**src/rtl/inv_sub_bytes_pkg.sv**
```systemverilog
// Shared AES definitions for the inverse SubBytes block: FSM encoding and block geometry.
package inv_sub_bytes_pkg;

    typedef enum logic [1:0] {
        ST_IDLE = 2'd0,
        ST_BUSY = 2'd1,
        ST_DONE = 2'd2
    } isb_state_e;

    localparam int BLOCK_W         = 128;
    localparam int BYTES_PER_BLOCK = 16;

endpackage

```
**src/rtl/inv_sbox1.sv**
```systemverilog
// Combinational FIPS-197 inverse S-box; undoes the Sbox1 byte substitution.
module inv_sbox1
    import inv_sub_bytes_pkg::*;
(
    input  logic [7:0] state,
    output logic [7:0] InvSstate
);

    // Entry 0 sits in the top byte; entry x is at bits [2047-8x -: 8].
    localparam logic [2047:0] INV_SBOX_TABLE = {
        128'h52096ad53036a538bf40a39e81f3d7fb,
        128'h7ce339829b2fff87348e4344c4dee9cb,
        128'h547b9432a6c2233dee4c950b42fac34e,
        128'h082ea16628d924b2765ba2496d8bd125,
        128'h72f8f66486689816d4a45ccc5d65b692,
        128'h6c704850fdedb9da5e154657a78d9d84,
        128'h90d8ab008cbcd30af7e45805b8b34506,
        128'hd02c1e8fca3f0f02c1afbd0301138a6b,
        128'h3a9111414f67dcea97f2cfcef0b4e673,
        128'h96ac7422e7ad3585e2f937e81c75df6e,
        128'h47f11a711d29c5896fb7620eaa18be1b,
        128'hfc563e4bc6d279209adbc0fe78cd5af4,
        128'h1fdda8338807c731b11210592780ec5f,
        128'h60517fa919b54a0d2de57a9f93c99cef,
        128'ha0e03b4dae2af5b0c8ebbb3c83539961,
        128'h172b047eba77d626e169146355210c7d
    };

    assign InvSstate = INV_SBOX_TABLE[2047 - 8 * int'(state) -: 8];

endmodule

```
**src/rtl/inv_sub_bytes.sv**
```systemverilog
// Iterative InvSubBytes: substitutes BYTES_PER_CYCLE bytes of a captured block per cycle.
module inv_sub_bytes
    import inv_sub_bytes_pkg::*;
#(
    parameter int BYTES_PER_CYCLE = 1
)
(
    input  logic               clk,
    input  logic               rst_n,
    input  logic               in_valid,
    output logic               in_ready,
    input  logic [BLOCK_W-1:0] state,
    output logic               out_valid,
    input  logic               out_ready,
    output logic [BLOCK_W-1:0] inv_state,
    output logic [1:0]         dbg_state
);

    // Handshake: a transfer happens on a rising edge where valid and ready are both 1;
    // in_ready is 1 only in IDLE and out_valid only in DONE, so each side ignores the
    // other's valid/ready outside those states.

    localparam int GROUPS = BYTES_PER_BLOCK / BYTES_PER_CYCLE;
    localparam int CNT_W  = (GROUPS > 1) ? $clog2(GROUPS) : 1;
    localparam logic [CNT_W-1:0] LAST_CNT = CNT_W'(GROUPS - 1);

    isb_state_e         r_state;
    isb_state_e         w_next_state;
    logic [CNT_W-1:0]   r_cnt;
    logic [BLOCK_W-1:0] r_work;
    logic [BLOCK_W-1:0] w_work_upd;
    logic               w_last;
    int                 w_base_byte;
    logic [7:0]         w_sub_in  [BYTES_PER_CYCLE];
    logic [7:0]         w_sub_out [BYTES_PER_CYCLE];

    assign w_base_byte = (GROUPS == 1) ? 0 : int'(r_cnt) * BYTES_PER_CYCLE;
    assign w_last      = (r_cnt == LAST_CNT);

    for (genvar g = 0; g < BYTES_PER_CYCLE; g++) begin : g_lane
        assign w_sub_in[g] = r_work[BLOCK_W - 1 - 8 * (w_base_byte + g) -: 8];

        inv_sbox1 u_inv_sbox1 (
            .state     (w_sub_in[g]),
            .InvSstate (w_sub_out[g])
        );
    end

    always_comb begin
        w_work_upd = r_work;
        for (int l = 0; l < BYTES_PER_CYCLE; l++) begin
            w_work_upd[BLOCK_W - 1 - 8 * (w_base_byte + l) -: 8] = w_sub_out[l];
        end
    end

    always_comb begin
        w_next_state = r_state;
        in_ready     = 1'b0;
        out_valid    = 1'b0;
        case (r_state)
            ST_IDLE: begin
                in_ready = 1'b1;
                if (in_valid) w_next_state = ST_BUSY;
            end
            ST_BUSY: begin
                if (w_last) w_next_state = ST_DONE;
            end
            ST_DONE: begin
                out_valid = 1'b1;
                if (out_ready) w_next_state = ST_IDLE;
            end
            default: w_next_state = ST_IDLE;
        endcase
    end

    always_ff @(posedge clk or negedge rst_n) begin
        if (!rst_n) begin
            r_state <= ST_IDLE;
        end else begin
            r_state <= w_next_state;
        end
    end

    // The counter parks on the last group; only a fresh accept brings it back to 0.
    always_ff @(posedge clk or negedge rst_n) begin
        if (!rst_n) begin
            r_cnt  <= '0;
            r_work <= '0;
        end else begin
            case (r_state)
                ST_IDLE: begin
                    if (in_valid) begin
                        r_work <= state;
                        r_cnt  <= '0;
                    end
                end
                ST_BUSY: begin
                    r_work <= w_work_upd;
                    if (!w_last) r_cnt <= r_cnt + 1'b1;
                end
                default: ;
            endcase
        end
    end

    assign inv_state = r_work;
    assign dbg_state = r_state;

endmodule

```
**config.mk**
```make
export PLATFORM = sky130hd
export DESIGN_NAME = inv_sub_bytes
export DESIGN_NICKNAME = d
export VERILOG_FILES = /design/src/rtl/inv_sub_bytes_pkg.sv /design/src/rtl/inv_sbox1.sv /design/src/rtl/inv_sub_bytes.sv
export SDC_FILE = /design/constraint.sdc
export NUM_CORES = 1
export LEC_CHECK = 0
export BUFFER_PORTS_ARGS = -buffer_cell sky130_fd_sc_hd__clkbuf_2
export CAP_MARGIN = 15
export CORE_MARGIN = 2
export CORE_UTILIZATION = 30
export DETAILED_ROUTE_END_ITERATION = 8
export PLACE_DENSITY_LB_ADDON = 0.1
export SETUP_SLACK_MARGIN = 0.4
export SYNTH_ARGS = -nofsm -noshare
export SYNTH_HDL_FRONTEND = slang
export SYNTH_SLANG_ARGS = --single-unit
```
**constraint.sdc**
```tcl
create_clock -name clk -period 3.9 [get_ports clk]
set_clock_uncertainty 0.15 [all_clocks]
set_input_delay 0.78 -clock clk [delete_from_list [all_inputs] [get_ports clk]]
set_output_delay 0.78 -clock clk [all_outputs]
set_load 0.02 [all_outputs]
```
==> impl_metrics.csv, run 1 <==
group,metric,value,unit
outcome,status,"finished with violations",
outcome,violations,"setup timing",
logic_synthesis,ys.flop_type,"dfrtp_1",
logic_synthesis,synth_nets,1504,
worst_setup_path,end_kind,"register",
finish,syn2layout_area_growth,68.1,%
grt,grt_pass1_wl,112,mm
worst_setup_path,cp_max_fo,10,
grt,globalRouteTotalUtil,0.401,
sta,hold_viol,0,
clock_network,clkLatencyLatePin,440,ps
finish,nFillCells,3656,
sta,post-route-min-period,4110,ps
clock_network,clock_path_buffers,2,
sta,setup_slack,-209,ps
logic_synthesis,synth_edf_count,0,
clock_network,cts.sinks,134,
routing,drtIter0Drc,1514,
worst_setup_path,worst_setup_path_start_kind,"register",
routing,detail_route.drc_violations,0,
hold_path,hold_class,"in2async",
finish,drive_above_1_share,0.539,
worst_setup_path,critical_path_arrival,4260,ps
floorplan,placement_rows,71,
placed_design,post-dp-hpwl,63.8,mm
logic_synthesis,synthCells,1347,
worst_setup_path,critPathLaunch,"r_cnt[0]",
finish,diodes,0,
logic_synthesis,syn_area,11400,um^2
sta,max_slew_margin,0.321,
clock_network,clk_pin_slew,70,ps
routing,wirelength,80.1,mm
clock_network,cts_tree,"yes",
finish,area.sequential,3360,um^2
placed_design,dp_slack,-667,ps
clock_network,ctsRootBufferMaster,"clkbuf_16",
sta,tightest_slew,1020,ps
logic_synthesis,ys_seq_elements,134,
clock_network,cts_buffers,17,
worst_setup_path,required,4050,ps
finish,finalNetCount,2170,
placed_design,portBuffers,263,
sta,finalCritPeriodShare,1.05,
grt,grt_max_degree,82,
grt,grt-ovfl-total,0,
floorplan,coreArea,37500,um^2
logic_synthesis,syn_avg_cell_area,8.45,um^2
routing,vias_per_cell,6.11,
run,drv_cap,0,
sta,slew_violations,0,
logic_synthesis,async_reset_ff_frac,1.00,
placed_design,gp_congestion,1.03,
floorplan,start_util,0.304,
grt,grt_pass1_vias,15232,
floorplan,fp.dieH,199,um
grt,antenna_found_initial,1,
sta,max_freq,243,MHz
worst_setup_path,crit_type,"reg2reg",
routing,dr.pass1.iters,5,
routing,vias,15502,
floorplan,dieArea,39500,um^2
finish,multiInputGateArea,8650,um^2
sta,setup_violations,107,
clock_network,htreeDepth,4,
sta,grt_setup_unrepaired,"yes",
worst_setup_path,r2r_start,"r_cnt[0]",
logic_synthesis,ys_types,103,
floorplan,io_pins,264,
routing,detail-route-antenna-nets,0,
finish,layout_common_cells,"buf_4, clkbuf_2, a21oi_1",
logic_synthesis,ys_seq_area_frac,0.295,
logic_synthesis,synth_warnings,0,
floorplan,die_w,199,um
routing,wire_per_inst,31.6,um
finish,final_common_cell,"buf_4",
-- stage by stage --
step | hold slack [ps] | area (um^2) | TNS, ps | std cells | util
CTS | 112 | 18100 | -4690 | 2507 | 0.482
global placement | 410 | 16600 | -41250 | 2435 | 0.443
finish | 108 | 19100 | -7900 | 2537 | 0.510
detailed placement | 412 | 16600 | -41660 | 2435 | 0.443
floorplan | 334 | 11800 | 0 | 1347 | -
global route | 133 | 19100 | -18620 | 2537 | 0.510
-- final timing paths --
path,to,slack [ps],cells after the start
hold / removal,inv_state[116],110,1
setup reg to reg,inv_state[76],-210,17
max in group asynchronous,inv_state[42],2670,2
setup / recovery,inv_state[76],-210,17
min in group clk,inv_state[67],430,1
hold reg to reg,inv_state[67],430,1
-- area by class of cell --
class / count / share of cell area
well taps: 511 / 0.0334
flip-flops and latches: 134 / 0.175
clock buffers: 19 / 0.0231
clock inverters: 13 / 0.00517
repair buffers: 762 / 0.306
inverters: 18 / 0.00451
multi-input cells: 1080 / 0.452
-- critical path: stages (launching register included) --
cell and delay [ps]:
dfrtp_2 390, buf_12 150, mux4_2 510, nand2_2 90
and4_4 270, buf_6 130, ha_4 220, buf_4 140
buf_8 120, o21ai_0 340, o21ai_1 210, a21oi_2 290
o32ai_2 140, nor4_4 270, buf_6 170, buf_12 160
buf_4 140, a2111oi_4 50
-- Yosys cell counts (5+ instances only) --
cell type  instances  area share
nor2_1           135       0.045
a22oi_1            5      0.0033
clkbuf_1          49       0.016
o221ai_1           8      0.0062
dfrtp_1          134        0.29
and3_1            46       0.025
inv_1             14      0.0046
buf_4             17       0.011
nor2_2             6      0.0033
buf_2             29       0.013
o311a_1            5      0.0044
a211oi_1          34       0.022
o31ai_1            8      0.0053
or3_1              6      0.0033
buf_6             14       0.014
a31oi_1           18      0.0099
nand3_1           60       0.026
o21ai_0           57       0.025
a211oi_2           6      0.0066
o2111ai_1          5      0.0038
o211ai_1          27       0.018
a2111oi_2         12       0.016
o21ai_1           36       0.016
mux2_2            15       0.015
a2111oi_0         22       0.017
ha_1              25       0.027
o22ai_1           33       0.018
o221a_1            7      0.0069
mux4_2            24       0.047
nor2b_1            5      0.0027
a211o_1           11      0.0085
nor3_1            21      0.0092
a21oi_1          191       0.084
nand4_1            6      0.0033
o22ai_2            5      0.0055
nand2_1          107       0.035
a311oi_1          13       0.010
o311ai_0           7      0.0054
-- repair_timing --
| item | CTS | global route |
|---|---|---|
| endpoints found under the setup margin | 128 | 128 |
| hold endpoints to repair | 0 | 0 |
| hold buffers | 0 | 0 |
| gates resized for setup | 134 | 170 |
| cloned | 1 | 2 |
| setup buffers | 39 | 28 |
| pin swaps | 24 | 48 |
-- registers in the layout, summed over array words and instances, names as in the netlist --
name and flops:
r_cnt 4, dbg_state 2, inv_state 128
-- layer usage --
metal  routed length [um]  up-vias  part of all wire  GRT usage
li1                     -     6586                 -          -
met1                28800     7544              0.36      0.471
met2                37400     1053              0.47      0.667
met3                 6430      319             0.080     0.0583
met4                 7550        0             0.094      0.292
met5                    0        -                 0          0
-- kinds of logic (layout without fill, tap and decap cells) --
group	after synthesis	in the layout	synth area share
adders and majority gates	25	25	0.0275
AOI/OAI and AO/OA	569	570	0.348
buffers and inverters	134	812	0.0648
and+or+nand+nor	436	436	0.191
muxes	49	49	0.0735
DFF	134	134	0.295
Power of run 1 is left out: the tool's default activity adds up to more than one toggle a clock period on the data nets, which glitch-free logic cannot reach.
==> inputs of run 2 (changes only) <==
--- a/config.mk
+++ b/config.mk
@@ -6,12 +6,13 @@
 export NUM_CORES = 1
 export LEC_CHECK = 0
 export BUFFER_PORTS_ARGS = -buffer_cell sky130_fd_sc_hd__clkbuf_2
-export CAP_MARGIN = 15
+export CAP_MARGIN = 20
 export CORE_MARGIN = 2
-export CORE_UTILIZATION = 30
+export CORE_UTILIZATION = 33
 export DETAILED_ROUTE_END_ITERATION = 8
 export PLACE_DENSITY_LB_ADDON = 0.1
 export SETUP_SLACK_MARGIN = 0.4
 export SYNTH_ARGS = -nofsm -noshare
 export SYNTH_HDL_FRONTEND = slang
+export SYNTH_HIERARCHICAL = 1
 export SYNTH_SLANG_ARGS = --single-unit
==> impl_metrics.csv, run 2 <==
group,metric,value,unit
sta,tns,-45710,ps
finish,largest_reg_flops,128,
worst_setup_path,end_kind,"register",
worst_setup_path,worst_setup_path_start_kind,"register",
hold_path,hold_class,"in2async",
finish,syn2layout_area_growth,75.5,%
finish,drive_above_1_share,0.590,
finish,finalNetCount,2137,
sta,setup_slack,-476,ps
grt,grt_max_degree,99,
clock_network,clkLatencyLatePin,450,ps
logic_synthesis,synth_warnings,6,
routing,wirelength,69.8,mm
outcome,violations,"setup timing",
finish,diodes,0,
sta,grt_setup_unrepaired,"yes",
logic_synthesis,ys_seq_area_frac,0.308,
floorplan,dieArea,34500,um^2
logic_synthesis,async_reset_ff_frac,1.00,
floorplan,die_w,186,um
floorplan,io_pins,264,
sta,hold_viol,0,
finish,final_common_cell,"buf_4",
clock_network,htreeDepth,4,
worst_setup_path,critical_path.cell_chain,"buf_6 > mux4_2 > mux2i_4 > buf_6 > o21ai_4 > buf_4 > ha_4 > nand2b_1 > a21o_1 > a311oi_2 > buf_4 > a311oi_1 > buf_4 > a31oi_2 > o21ai_1 > buf_4 > and2_4 > buf_6 > o21ai_1 > a2bb2oi_1",
grt,grt-ovfl-total,0,
worst_setup_path,cpMaxStageDelayCell,"dfrtp_2",
sta,max_slew_margin,0.297,
clock_network,cts_tree,"yes",
worst_setup_path,required,4080,ps
logic_synthesis,synth_commonest_cells,"nand2_1, o21ai_0, dfrtp_1, a2bb2oi_1, a21oi_1",
logic_synthesis,synth_xor_area_frac,0.00230,
logic_synthesis,syn_area,10900,um^2
worst_setup_path,crit_buf_inv,7,
logic_synthesis,syn_avg_cell_area,8.39,um^2
routing,wire_per_inst,28.7,um
placed_design,place_area,15900,um^2
routing,vias,14840,
worst_setup_path,crit_type,"reg2reg",
worst_setup_path,crit_top_cell,"buf_4",
logic_synthesis,synth_compound_area_frac,0.322,
sta,max_freq,229,MHz
worst_setup_path,cp_top_family,"compound AO/OA/AOI/OAI gates",
placed_design,post-dp-hpwl,53.3,mm
logic_synthesis,synth_edf_count,0,
sta,tightest_slew,1050,ps
logic_synthesis,ys.flop_type,"dfrtp_1",
floorplan,start_util,0.335,
grt,globalRouteTotalUtil,0.395,
placed_design,dp_slack,-1010,ps
logic_synthesis,synthCells,1299,
logic_synthesis,synthSimpleGateAreaFrac,0.190,
logic_synthesis,synthAdderAreaFrac,0.0287,
outcome,status,"finished with violations",
clock_network,clk_pin_slew,70,ps
sta,slew_violations,0,
clock_network,cts_buffers,17,
routing,dr.pass1.iters,5,
routing,detail-route-antenna-nets,0,
sta,finalCritPeriodShare,1.12,
logic_synthesis,yosysTopAreaCell,"dfrtp_1",
logic_synthesis,ys_types,75,
clock_network,ctsRootBufferMaster,"clkbuf_16",
logic_synthesis,ys_seq_elements,134,
floorplan,placement_rows,66,
placed_design,portBuffers,263,
routing,detail_route.drc_violations,0,
logic_synthesis,synth_nets,1456,
clock_network,cts_hold_buf,0,
finish,design_area,19100,um^2
worst_setup_path,critical_path_arrival,4550,ps
worst_setup_path,cp_max_fo,8,
grt,antenna_found_initial,1,
floorplan,coreArea,32500,um^2
floorplan,fp.dieH,186,um
sta,post-route-min-period,4380,ps
placed_design,gp_congestion,1.07,
logic_synthesis,yosys-top-cells-area,"dfrtp_1, a2bb2oi_1, o21ai_0",
clock_network,clock_path_buffers,2,
routing,drtIter0Drc,1733,
logic_synthesis,synth_top_family_by_area,"compound AO/OA/AOI/OAI gates",
grt,grt_pass1_vias,14068,
grt,grt_pass1_wl,97.8,mm
logic_synthesis,synthMuxAreaShare,0.0881,
run,drv_cap,0,
finish,nFillCells,3025,
finish,layout_common_cells,"buf_4, clkbuf_2, nand2_1",
sta,setup_violations,128,
routing,vias_per_cell,6.09,
logic_synthesis,yosysMostFrequentCell,"nand2_1",
clock_network,cts.sinks,134,
logic_synthesis,synth_top_area_frac,0.308,
worst_setup_path,max_stage_delay,470,ps
run 2: final cells by class:
class | instances | area [um^2] | share of cell area
clock inverter | 15 | 159 | 0.00831
timing repair buffer | 775 | 5730 | 0.300
clock buffer | 17 | 425 | 0.0222
multi-input combinational | 1038 | 8830 | 0.462
sequential | 134 | 3360 | 0.175
tap | 442 | 553 | 0.0289
inverter | 14 | 67.6 | 0.00353
run 2: per-layer routing:
metal | vias to the layer above | part of all wire | GRT usage | routed length (um)
met3 | 168 | 0.11 | 0.107 | 7790
li1 | 6291 | - | - | -
met2 | 1066 | 0.42 | 0.573 | 29400
met4 | 0 | 0.038 | 0.114 | 2670
met1 | 7315 | 0.43 | 0.570 | 29900
met5 | - | 0 | 0 | 0
run 2: final timing paths:
| check | startpoint | depth (start not counted) | end | slack, ps |
|---|---|---|---|---|
| worst min-delay path | rst_n | 1 | inv_state[17] | 220 |
| min in group clk | state[78] | 3 | inv_state[78] | 390 |
| worst max-delay path | r_cnt[0] | 20 | inv_state[84] | -480 |
| worst max register to register | r_cnt[0] | 20 | inv_state[84] | -480 |
| worst min register to register | inv_state[102] | 1 | inv_state[102] | 410 |
| max in group asynchronous | rst_n | 2 | inv_state[90] | 2550 |
run 2: per-stage QoR:
step	utilization	hold WS, ps	cells
after global routing	0.588	276	2435
after floorplan	-	334	1299
after global placement	0.488	405	2335
after CTS	0.547	262	2400
final	0.588	217	2435
after detailed placement	0.488	414	2335
run 2: cells by family (layout without fill, tap and decap cells):
kind of cell / after synthesis / count (layout)
flip-flops: 134 / 134
adder cells (fa/ha/maj): 25 / 25
XOR/XNOR: 2 / 2
buffers and inverters: 129 / 821
AND/OR/NAND/NOR: 436 / 436
multiplexers: 57 / 57
AO/OA/AOI/OAI: 516 / 518
run 2: timing repair:
action | in CTS | in global routing
endpoints found under the setup margin | 128 | 128
pin swaps | 98 | 111
gates resized for setup | 320 | 223
buffers inserted | 31 | 32
gates cloned | 2 | 3
run 2: worst register-to-register path: stages (launching register included):
cell	delay (ps)
dfrtp_2	470
buf_6	170
mux4_2	370
mux2i_4	90
buf_6	130
o21ai_4	460
buf_4	230
ha_4	190
nand2b_1	100
a21o_1	210
a311oi_2	350
buf_4	170
a311oi_1	40
buf_4	170
a31oi_2	140
o21ai_1	80
buf_4	160
and2_4	170
buf_6	140
o21ai_1	170
a2bb2oi_1	100
Power of run 2 is left out for the same reason.
==> inputs of run 3 (changes only) <==
--- a/config.mk
+++ b/config.mk
@@ -11,6 +11,7 @@
 export CORE_UTILIZATION = 33
 export DETAILED_ROUTE_END_ITERATION = 8
 export PLACE_DENSITY_LB_ADDON = 0.1
+export RECOVER_POWER = 50
 export SETUP_SLACK_MARGIN = 0.4
 export SYNTH_ARGS = -nofsm -noshare
 export SYNTH_HDL_FRONTEND = slang
==> impl_metrics.csv, run 3 (synthesized netlist as in run 2, its figures left out) <==
group,metric,value,unit
worst_setup_path,end_kind,"register",
worst_setup_path,ff2ff_path_depth,20,
finish,final_common_cell,"buf_4",
routing,dr.pass1.iters,5,
floorplan,fp.dieH,186,um
routing,vias,14834,
clock_network,clkLatencyLatePin,450,ps
worst_setup_path,crit_type,"reg2reg",
placed_design,placed_cells,2335,
floorplan,die_w,186,um
placed_design,place_area,15900,um^2
placed_design,dp_slack,-1010,ps
floorplan,dieArea,34500,um^2
grt,globalRouteTotalUtil,0.395,
clock_network,cts_hold_buf,0,
floorplan,start_util,0.335,
worst_setup_path,cpMaxStageDelayCell,"dfrtp_2",
worst_setup_path,cp_max_fo,8,
sta,grt_setup_unrepaired,"yes",
worst_setup_path,critical_path.cell_chain,"buf_6 > mux4_2 > mux2i_4 > buf_6 > o21ai_4 > buf_4 > ha_4 > nand2b_1 > a21o_1 > a311oi_2 > buf_4 > a311oi_1 > buf_4 > a31oi_2 > o21ai_1 > buf_4 > and2_4 > buf_6 > o21ai_1 > a2bb2oi_1",
placed_design,portBuffers,263,
finish,nFillCells,3026,
finish,diodes,0,
grt,grt-ovfl-total,0,
finish,design_area,19100,um^2
clock_network,clk_pin_slew,70,ps
outcome,violations,"capacitance limit, slew limit, setup timing",
grt,grt_pass1_vias,14068,
placed_design,gp_congestion,1.07,
sta,hold_viol,0,
routing,vias_per_cell,6.09,
finish,drive_above_1_share,0.587,
sta,slew_violations,82,
sta,post-route-min-period,4370,ps
grt,antenna_found_initial,1,
worst_setup_path,max_stage_delay,470,ps
floorplan,coreArea,32500,um^2
hold_path,hold_class,"in2reg",
floorplan,io_pins,264,
clock_network,cts.sinks,134,
worst_setup_path,worst_setup_path_start_kind,"register",
finish,layout_common_cells,"buf_4, clkbuf_2, nand2_1",
finish,syn2layout_area_growth,75.2,%
clock_network,ctsRootBufferMaster,"clkbuf_16",
outcome,status,"finished with violations",
clock_network,clock_path_buffers,2,
sta,max_slew_margin,-0.503,
grt,grt_max_degree,99,
sta,setup_slack,-474,ps
worst_setup_path,r2r-end,"inv_state[84]",
finish,multiInputGateArea,8830,um^2
finish,largest_reg_flops,128,
sta,finalCritPeriodShare,1.12,
worst_setup_path,setup.worst_path.end,"inv_state[84]",
clock_network,htreeDepth,4,
worst_setup_path,r2r_start,"r_cnt[0]",
clock_network,cts_tree,"yes",
worst_setup_path,critical_path_arrival,4550,ps
routing,detail_route.drc_violations,0,
worst_setup_path,reg2reg_slack,-470,ps
sta,setup_violations,128,
sta,tns,-46360,ps
floorplan,placement_rows,66,
finish,area.sequential,3360,um^2
placed_design,post-dp-hpwl,53.3,mm
routing,detail-route-antenna-nets,0,
routing,wire_per_inst,28.6,um
routing,drtIter0Drc,1716,
routing,wirelength,69.7,mm
sta,max_freq,229,MHz
run,drv_cap,1,
worst_setup_path,critPathLaunch,"r_cnt[0]",
worst_setup_path,crit_top_cell,"buf_4",
grt,grt_pass1_wl,97.8,mm
worst_setup_path,required,4080,ps
sta,tightest_slew,2250,ps
finish,finalNetCount,2137,
finish,final_cell_count_no_fill,2435,
clock_network,cts_buffers,17,
==> run 3: cell count changes in the layout (fill, tap and decap cells not counted) <==
cell and delta:
buf_4 -4, clkbuf_1 +5, buf_6 -1
==> run 3: how the worst min path moves through the flow <==
stage | start | end | cells past startpoint
after global placement | inv_state[39] | inv_state[39] | 1
after detailed placement | inv_state[95] | inv_state[95] | 1
final | state[78] | inv_state[78] | 3
after CTS | rst_n | inv_state[50] | 1
after global routing | state[103] | inv_state[103] | 3
after floorplan | rst_n | dbg_state[0] | 0
==> run 3: metrics by stage <==
step,utilization,hold slack [ps]
2_1_floorplan,-,334
6_report,0.587,388
3_5_place_dp,0.488,414
3_3_place_gp,0.488,405
4_1_cts,0.547,262
5_1_grt,0.587,390
==> run 3: routing by layer <==
metal,track usage,up-vias,routed length [um]
li1,-,6289,-
met1,0.570,7275,29600
met2,0.573,1103,29400
met3,0.107,165,8050
met4,0.114,2,2630
met5,0,-,13
==> run 3: critical path, delay by kind of cell, from the launching register on <==
kind / cells / cell delay [ps]
and+or+nand+nor: 2 / 260
buffers and inverters: 7 / 1160
adders and majority gates: 1 / 190
AOI/OAI and AO/OA: 8 / 1550
muxes: 2 / 460
DFF: 1 / 470
==> run 3: timing repair <==
action                                  in CTS  in global routing
pin swaps                                   98                111
hold endpoints to repair                     0                  0
endpoints found under the setup margin     128                128
gates resized for setup                    320                223
cloned                                       2                  3
setup buffers                               31                 32
==> run 3: layout make-up <==
cell class                 count  share of cell area
inverter                      14             0.00354
clock buffer                  17              0.0223
tap                          442              0.0289
timing repair buffer         775               0.299
multi-input combinational   1038               0.462
clock inverter                15             0.00832
sequential                   134               0.176
Power of run 3 is left out for the same reason.
